==> config.mk <==
export PLATFORM = sky130hd
export DESIGN_NAME = i2s_output
export DESIGN_NICKNAME = d
export VERILOG_FILES = /design/src/rtl/i2s_output.sv
export SDC_FILE = /design/constraint.sdc
export NUM_CORES = 1
export LEC_CHECK = 0
export ABC_AREA = 1
export CAP_MARGIN = 10
export CORE_ASPECT_RATIO = 0.7
export CORE_MARGIN = 10
export CORE_UTILIZATION = 45
export CTS_CLUSTER_DIAMETER = 40
export DETAILED_ROUTE_END_ITERATION = 7
export PLACE_DENSITY = 0.72
export SYNTH_ARGS = -nofsm -noshare
export SYNTH_HDL_FRONTEND = slang
export SYNTH_SLANG_ARGS = --single-unit
==> constraint.sdc <==
create_clock -name Clock -period 3.9 [get_ports Clock]
set_input_delay 0.78 -clock Clock [delete_from_list [all_inputs] [get_ports Clock]]
set_output_delay 0.78 -clock Clock [all_outputs]
set_load 0.1 [all_outputs]
==> src/rtl/i2s_output.sv <==
// Philips I2S transmitter: serializes one latched mono sample into both slots of each frame.
// BitClock and WordSelect are generated from Clock; SerialData changes on BitClock falling.
module i2s_output #(
    parameter int CLOCK_DIV     = 4,
    parameter int DATA_WIDTH    = 24,
    parameter int SLOT_WIDTH    = 32,
    parameter int OFFSET_BINARY = 1
) (
    input  logic                  Clock,
    input  logic                  Reset,
    input  logic                  Enable,
    input  logic [DATA_WIDTH-1:0] Waveform,
    output logic                  BitClock,
    output logic                  WordSelect,
    output logic                  SerialData,
    output logic                  SampleTaken
);
    localparam int DIV_W     = (CLOCK_DIV > 1) ? $clog2(CLOCK_DIV) : 1;
    localparam int FRAME_LEN = 2 * SLOT_WIDTH;
    localparam int F_W       = $clog2(FRAME_LEN);
    localparam int IDX_W     = (DATA_WIDTH > 1) ? $clog2(DATA_WIDTH) : 1;

    localparam logic [DIV_W-1:0]      DIV_LAST = DIV_W'(CLOCK_DIV - 1);
    localparam logic [F_W-1:0]        F_LAST   = F_W'(FRAME_LEN - 1);
    localparam logic [F_W-1:0]        SLOT_LEN = F_W'(SLOT_WIDTH);
    localparam logic [DATA_WIDTH-1:0] MSB_FLIP =
        (OFFSET_BINARY != 0) ? (DATA_WIDTH'(1) << (DATA_WIDTH - 1)) : '0;

    typedef enum logic {IDLE, RUN} state_t;

    state_t                state_reg, state_next;
    logic [DIV_W-1:0]      div_reg, div_next;
    logic [F_W-1:0]        f_reg, f_next;
    logic                  bclk_reg, bclk_next;
    logic                  ws_reg, ws_next;
    logic                  sd_reg, sd_next;
    logic                  taken_reg, taken_next;
    logic [DATA_WIDTH-1:0] sample_reg, sample_next;

    logic [F_W-1:0]        pos;
    logic [IDX_W-1:0]      bit_idx;

    always_comb begin
        state_next  = state_reg;
        div_next    = div_reg;
        f_next      = f_reg;
        bclk_next   = bclk_reg;
        ws_next     = ws_reg;
        sd_next     = sd_reg;
        taken_next  = 1'b0;
        sample_next = sample_reg;
        pos         = '0;
        bit_idx     = '0;

        if (!Enable) begin
            state_next  = IDLE;
            div_next    = '0;
            f_next      = F_LAST;
            bclk_next   = 1'b0;
            ws_next     = 1'b1;
            sd_next     = 1'b0;
            sample_next = '0;
        end else if (state_reg == IDLE) begin
            // The enabling edge only arms the divider, so BitClock rises CLOCK_DIV edges later.
            state_next = RUN;
        end else begin
            div_next = (div_reg == DIV_LAST) ? '0 : div_reg + 1'b1;
            if (div_reg == DIV_LAST) begin
                bclk_next = ~bclk_reg;
                if (bclk_reg) begin
                    f_next  = (f_reg == F_LAST) ? '0 : f_reg + 1'b1;
                    ws_next = (f_next >= SLOT_LEN);
                    pos     = ws_next ? (f_next - SLOT_LEN) : f_next;
                    bit_idx = IDX_W'(DATA_WIDTH - int'(pos));
                    // Position 0 is the one-bit I2S delay; positions past the sample pad with zeros.
                    sd_next = (pos != '0 && int'(pos) <= DATA_WIDTH) ? sample_reg[bit_idx] : 1'b0;
                    if (f_next == '0) begin
                        sample_next = Waveform ^ MSB_FLIP;
                        taken_next  = 1'b1;
                    end
                end
            end
        end
    end

    always_ff @(posedge Clock or posedge Reset) begin
        if (Reset) begin
            state_reg  <= IDLE;
            div_reg    <= '0;
            f_reg      <= F_LAST;
            bclk_reg   <= 1'b0;
            ws_reg     <= 1'b1;
            sd_reg     <= 1'b0;
            taken_reg  <= 1'b0;
            sample_reg <= '0;
        end else begin
            state_reg  <= state_next;
            div_reg    <= div_next;
            f_reg      <= f_next;
            bclk_reg   <= bclk_next;
            ws_reg     <= ws_next;
            sd_reg     <= sd_next;
            taken_reg  <= taken_next;
            sample_reg <= sample_next;
        end
    end

    assign BitClock    = bclk_reg;
    assign WordSelect  = ws_reg;
    assign SerialData  = sd_reg;
    assign SampleTaken = taken_reg;
endmodule

==> results.sh, run 1 <==
export IMPL_die_x_um=101
export IMPL_cts_hold_buffers=0
export IMPL_route_detailed_wl_per_inst_um=13.5
export IMPL_worst_setup_hold_path_clk_slew_ps=70
export IMPL_place_gp_congestion=0.852
export IMPL_seq_power_share=0.474
export IMPL_max_slew_margin=0.341
export IMPL_area_of_the_die_um2=7710
export IMPL_cts_repair_resized=0
export IMPL_synth_cells=251
export IMPL_worst_ep_arrival_time_ps=1950
export IMPL_max_cap_viol_count=0
export IMPL_synth_warnings=0
export IMPL_setup_tns_ps=0
export IMPL_cts_repair_timing_setup_buffer_count=0
export IMPL_critical_path_max_fanout=2
export IMPL_cts_tree="built"
export IMPL_worstSkewPairLatency_ps=290
export IMPL_post_synth_num_cell_types=30
export IMPL_worst_clock_skew_ps=6.43
export IMPL_yosys_register_bits=37
export IMPL_synth_net_count=280
export IMPL_cts_root_buf="clkbuf_8"
export IMPL_post_synth_mux_area_share=0
export IMPL_vias_in_the_first_global_route=1643
export IMPL_hold_path_stages=2
export IMPL_setup_viol=0
export IMPL_final_common_cell="nand2_1"
export IMPL_finalWirelength_mm=4.56
export IMPL_synthSimpleGateAreaFrac=0.324
export IMPL_hpwl_mm=3.35
export IMPL_io_pins=31
export IMPL_synth_compound_area_share=0.113
export IMPL_cell_internal_pwr_uw=649
export IMPL_synth_top_family_by_area="simple AND/OR/NAND/NOR gates"
export IMPL_hold_worst_slack_ps=478
export IMPL_drtPass1Iterations=4
export IMPL_cts_inserted_buffers=5
export IMPL_synth_fa_ha_area_frac=0.0122
export IMPL_timing_max_transition_violations_final=0
export IMPL_clock_sink_count=37
export IMPL_period_minus_slack_ps=2730
export IMPL_worst_r2r_path_depth=8
export IMPL_port_buffers=30
export IMPL_worstPathCellList="clkdlybuf4s50_1"
export IMPL_max_clock_path_buffers=2
export IMPL_ant_nets=0
export IMPL_hold_viol_final=0
export IMPL_netSwitchingPower_uw=206
export IMPL_grt_ovfl_total=0
export IMPL_grt_max_degree=38
export IMPL_worst_path_largest_cell_delay_ps=1130
export IMPL_endpoint_kind="output pin"
export IMPL_synth_yosys_seq_area_share=0.455
export IMPL_die_h_um=76.5
export IMPL_worst_slew_pin_slew_ps=985
export IMPL_post_route_cells_drive_above_1_share=0.201
export IMPL_pwr_share_comb=0.125
export IMPL_worst_path_buf_inv=1
export IMPL_required_ps=3120
export IMPL_syn_mean_instance_area_um2=8.19
export IMPL_layout_nets=312
export IMPL_core_area_um2=4380
export IMPL_antenna_diode_count=0
export IMPL_synthesis_area_um2=2050
export IMPL_outcome="complete, no violations"
export IMPL_htree_levels=2
export IMPL_antenna_violations_before_repair=0
export IMPL_peakVddDrop_mv=0.157
export IMPL_route_detailed_vias_per_inst=4.91
export IMPL_gr_usage_all_layers=0.120
export IMPL_critical_path_cell_count=1
export IMPL_filler_cell_count=413
export IMPL_rsz_0062_raised_after_global_routing="no"
export IMPL_fmaxAchievable_mhz=366
export IMPL_layout_common_cells="66 x nand2_1, 30 x dfrtp_1, 30 x clkdlybuf4s50_1"
export IMPL_finalCritPeriodShare=0.700
export IMPL_grt_pass1_wl_mm=7.65
export IMPL_initial_utilization=0.469
export IMPL_power_density_cell_area_nw_per_um2=343
export IMPL_syn_to_final_growth_pct=21.3
export IMPL_largest_register_ffs=24
export IMPL_p_leak_nw=1.20
export IMPL_crit_slowest_cell="clkdlybuf4s50_1"
export IMPL_timing_setup_critical_path_class="flip-flop to output pin"
export IMPL_cp_top_family="buffers and inverters"
export IMPL_dr_total_vias=1664
export IMPL_timing_hold_worst_class="flip-flop to flip-flop"
export IMPL_drc_errors=0
export IMPL_yosys_area_share_xor_xnor=0.00792
export IMPL_crit_path_start_kind="flip-flop"
export IMPL_switching_share=0.241
export IMPL_iteration_0_drc_count_of_the_detailed_router=90
export IMPL_rows=20
export IMPL_power_frac_clock=0.401
==> synthesized netlist by cell type <==
cell / n / area, µm²
nand2_1: 66 / 248
dfrtp_1: 30 / 751
inv_1: 28 / 105
nand3_1: 28 / 140
nor2_1: 18 / 67.6
nand2_2: 14 / 87.6
o21ai_2: 10 / 87.6
a21oi_1: 8 / 40.0
dfstp_2: 7 / 184
o21ai_0: 7 / 35.0
nor2_2: 5 / 31.3
buf_6: 3 / 33.8
o22ai_1: 3 / 18.8
a22oi_1: 2 / 15.0
buf_2: 2 / 10.0
ha_1: 2 / 25.0
inv_2: 2 / 7.51
nand3_2: 2 / 20.0
nand3_4: 2 / 35.0
o21ai_1: 2 / 10.0
a31oi_1: 1 / 6.26
buf_1: 1 / 3.75
buf_8: 1 / 15.0
inv_4: 1 / 6.26
nand4_1: 1 / 6.26
nand4_2: 1 / 12.5
nor2_4: 1 / 11.3
o21bai_4: 1 / 18.8
or2_2: 1 / 6.26
xor2_2: 1 / 16.3
==> metrics by stage <==
step           cell area [µm²]  total power [mW]  worst slack [ps]   util  cells
2_1_floorplan             2050             0.474              1840      -    251
3_3_place_gp              2380             0.516              1470  0.543    331
3_5_place_dp              2380             0.519              1390  0.543    331
4_1_cts                   2490             0.861              1160  0.569    339
5_1_grt                   2490             0.886              1150  0.569    339
6_report                  2490             0.855              1170  0.569    339
==> power by group through the flow <==
stage	registers (mW)	clock network (mW)	logic, mW
6_report	0.406	0.343	0.107
5_1_grt	0.407	0.362	0.118
4_1_cts	0.405	0.349	0.107
3_5_place_dp	0.413	0	0.106
3_3_place_gp	0.412	0	0.104
2_1_floorplan	0.415	0	0.0593
==> worst paths after layout <==
check	start	slack (ps)	end
hold reg to reg	WordSelect	480	WordSelect
hold / removal	WordSelect	480	WordSelect
setup reg to reg	f_reg[0]	1510	sample_reg[6]
min in group asynchronous	Reset	900	div_reg[0]
setup / recovery	WordSelect	1170	WordSelect
max in group asynchronous	Reset	2650	f_reg[3]
==> cell type report <==
cell class              count  area (µm²)  share of cell area
flip-flops and latches     37         935               0.375
multi-input cells         176         938               0.377
repair buffers             32         315               0.127
clock buffers               7        86.3              0.0346
clock inverters             1        30.0              0.0120
inverters                  31         119              0.0477
well taps                  55        68.8              0.0276
==> worst reg2reg max path: stages, from the launching register on <==
cell and delay (ps):
dfstp_2 620, ha_1 260, nand3_4 130, xor2_2 220
nand2_1 130, nor2_4 140, nand3_2 230, nand2_2 380
o21ai_0 160
==> cell families after synthesis <==
family,Yosys count
compound gates,34
buf+inv,38
simple gates,139
flops,37
xor+xnor,1
fa+ha+maj,2
==> layer usage <==
metal | part of all wire | vias to the layer above | wire length, µm | global-route usage
met1 | 0.50 | 757 | 2300 | 0.167
met3 | 0.060 | 5 | 275 | 0.0417
li1 | - | 862 | - | -
met4 | 0.010 | 0 | 47 | 0.0296
met5 | 0 | - | 0 | 0
met2 | 0.43 | 40 | 1940 | 0.171
No activity file was read; power rests on OpenSTA's default activity.
==> run 2, diff against run 1 <==
Settings changed: PLACE_DENSITY 0.72 to 0.75.
Clock period 3.9 ns to 2.45 ns, I/O delays scaled along.
==> results.sh, run 2 (synthesis gave the netlist of run 1 again) <==
export IMPL_peakVddDrop_mv=0.286
export IMPL_cts_inserted_buffers=5
export IMPL_cts_repair_timing_setup_buffer_count=0
export IMPL_fmaxAchievable_mhz=475
export IMPL_reg2reg_setup_slack_ps=350
export IMPL_syn_to_final_growth_pct=21.2
export IMPL_area_of_the_die_um2=7710
export IMPL_drc_errors=0
export IMPL_dp_cells=332
export IMPL_rsz_0062_raised_after_global_routing="no"
export IMPL_worstSkewPairLatency_ps=290
export IMPL_timing_hold_worst_class="flip-flop to flip-flop"
export IMPL_max_cap_viol_count=0
export IMPL_vias_in_the_first_global_route=1626
export IMPL_worst_path_buf_inv=0
export IMPL_worst_setup_hold_path_clk_slew_ps=70
export IMPL_max_slew_margin=0.699
export IMPL_grt_ovfl_total=0
export IMPL_timing_rr_start="f_reg[0]"
export IMPL_port_buffers=30
export IMPL_grt_pass1_wl_mm=7.51
export IMPL_p_leak_nw=1.21
export IMPL_detail_route_wirelength_met1_mm=2.22
export IMPL_antenna_violations_before_repair=0
export IMPL_route_detailed_wl_per_inst_um=13.0
export IMPL_worstPathCellList="ha_1, nand3_4, xor2_2, nand2_1, nor2_4, nand3_2, nand2_2, o21ai_0"
export IMPL_required_ps=2620
export IMPL_io_pins=31
export IMPL_post_route_cells_drive_above_1_share=0.218
export IMPL_cp_startpoint="f_reg[0]"
export IMPL_gr_usage_all_layers=0.119
export IMPL_worst_slew_pin_slew_ps=452
export IMPL_timing_setup_critical_path_class="flip-flop to flip-flop"
export IMPL_met3_wl_um=287
export IMPL_cts_root_buf="clkbuf_8"
export IMPL_max_clock_path_buffers=2
export IMPL_ant_nets=0
export IMPL_clock_sink_count=37
export IMPL_critical_path_cell_count=8
export IMPL_htree_levels=2
export IMPL_layout_nets=313
export IMPL_cp_top_family="simple AND/OR/NAND/NOR gates"
export IMPL_drtPass1Iterations=4
export IMPL_setup_tns_ps=0
export IMPL_setup_viol=0
export IMPL_layout_common_cells="66 x nand2_1, 30 x dfrtp_1, 28 x nand3_1, 28 x inv_1, 26 x clkdlybuf4s50_1"
export IMPL_outcome="complete, no violations"
export IMPL_timing_max_transition_violations_final=0
export IMPL_cts_repair_resized=0
export IMPL_worst_clock_skew_ps=2.39
export IMPL_rows=20
export IMPL_worst_ep_arrival_time_ps=2270
export IMPL_antenna_diode_count=0
export IMPL_crit_slowest_cell="dfstp_2"
export IMPL_finalWirelength_mm=4.41
export IMPL_hold_viol_final=0
export IMPL_cts_hold_buffers=0
export IMPL_iteration_0_drc_count_of_the_detailed_router=109
export IMPL_postPlaceCellArea_um2=2370
export IMPL_wl_met2_mm=1.87
export IMPL_dr_total_vias=1696
export IMPL_regToRegEndpoint="sample_reg[6]"
export IMPL_initial_utilization=0.469
export IMPL_endpoint_kind="flip-flop"
export IMPL_core_area_um2=4380
export IMPL_crit_path_start_kind="flip-flop"
export IMPL_largest_register_ffs=24
export IMPL_layout_cells_non_filler=340
export IMPL_endpoint="sample_reg[6]"
export IMPL_postLayoutCellArea_um2=2490
export IMPL_cts_tree="built"
export IMPL_hpwl_mm=3.26
export IMPL_place_gp_congestion=0.893
export IMPL_route_detailed_vias_per_inst=4.99
export IMPL_finalCritPeriodShare=0.858
export IMPL_worst_r2r_path_depth=8
export IMPL_highest_signal_layer="met4"
export IMPL_worst_path_largest_cell_delay_ps=610
export IMPL_die_x_um=101
export IMPL_critical_path_max_fanout=13
export IMPL_period_minus_slack_ps=2100
export IMPL_final_common_cell="nand2_1"
export IMPL_power_density_cell_area_nw_per_um2=544
export IMPL_die_h_um=76.5
export IMPL_grt_max_degree=38
==> run 2: how the worst min path moves through the flow <==
stage / cells after the start / slack (ps) / to / startpoint
after floorplan: 1 / 450 / div_reg[0] / div_reg[0]
after global placement: 2 / 460 / WordSelect / WordSelect
after detailed placement: 2 / 460 / WordSelect / WordSelect
after CTS: 2 / 470 / WordSelect / WordSelect
after global routing: 2 / 510 / WordSelect / WordSelect
final: 2 / 470 / WordSelect / WordSelect
==> run 2: metrics by stage <==
step | total power [mW] | setup WS, ps | util | hold slack [ps]
floorplan | 0.755 | 392 | - | 451
global placement | 0.820 | 445 | 0.542 | 460
detailed placement | 0.823 | 383 | 0.542 | 464
CTS | 1.37 | 366 | 0.569 | 474
global route | 1.43 | 122 | 0.569 | 505
finish | 1.35 | 347 | 0.569 | 473
==> run 2: worst min-delay path, stage by stage, from the launching register on <==
cell and delay, ps:
dfstp_2 370, nand2_1 60, nand2_1 50
==> run 2: report_power, final <==
part | leakage [nW] | internal (mW) | switching [mW]
Clock | 0.0585 | 0.332 | 0.212
Combinational | 0.668 | 0.0713 | 0.0948
Sequential | 0.488 | 0.630 | 0.0147
==> run 2: final cells by class <==
class / instances / area, µm²
well taps: 55 / 68.8
inverters: 31 / 119
multi-input cells: 176 / 938
clock inverters: 1 / 30.0
clock buffers: 7 / 86.3
flip-flops and latches: 37 / 935
fillers: 405 / 1890
repair buffers: 33 / 313
==> run 2: layer usage <==
metal  vias up  GRT usage
met5         -          0
met4         0     0.0296
met3         7     0.0462
met2        51      0.162
met1       771      0.169
li1        867          -
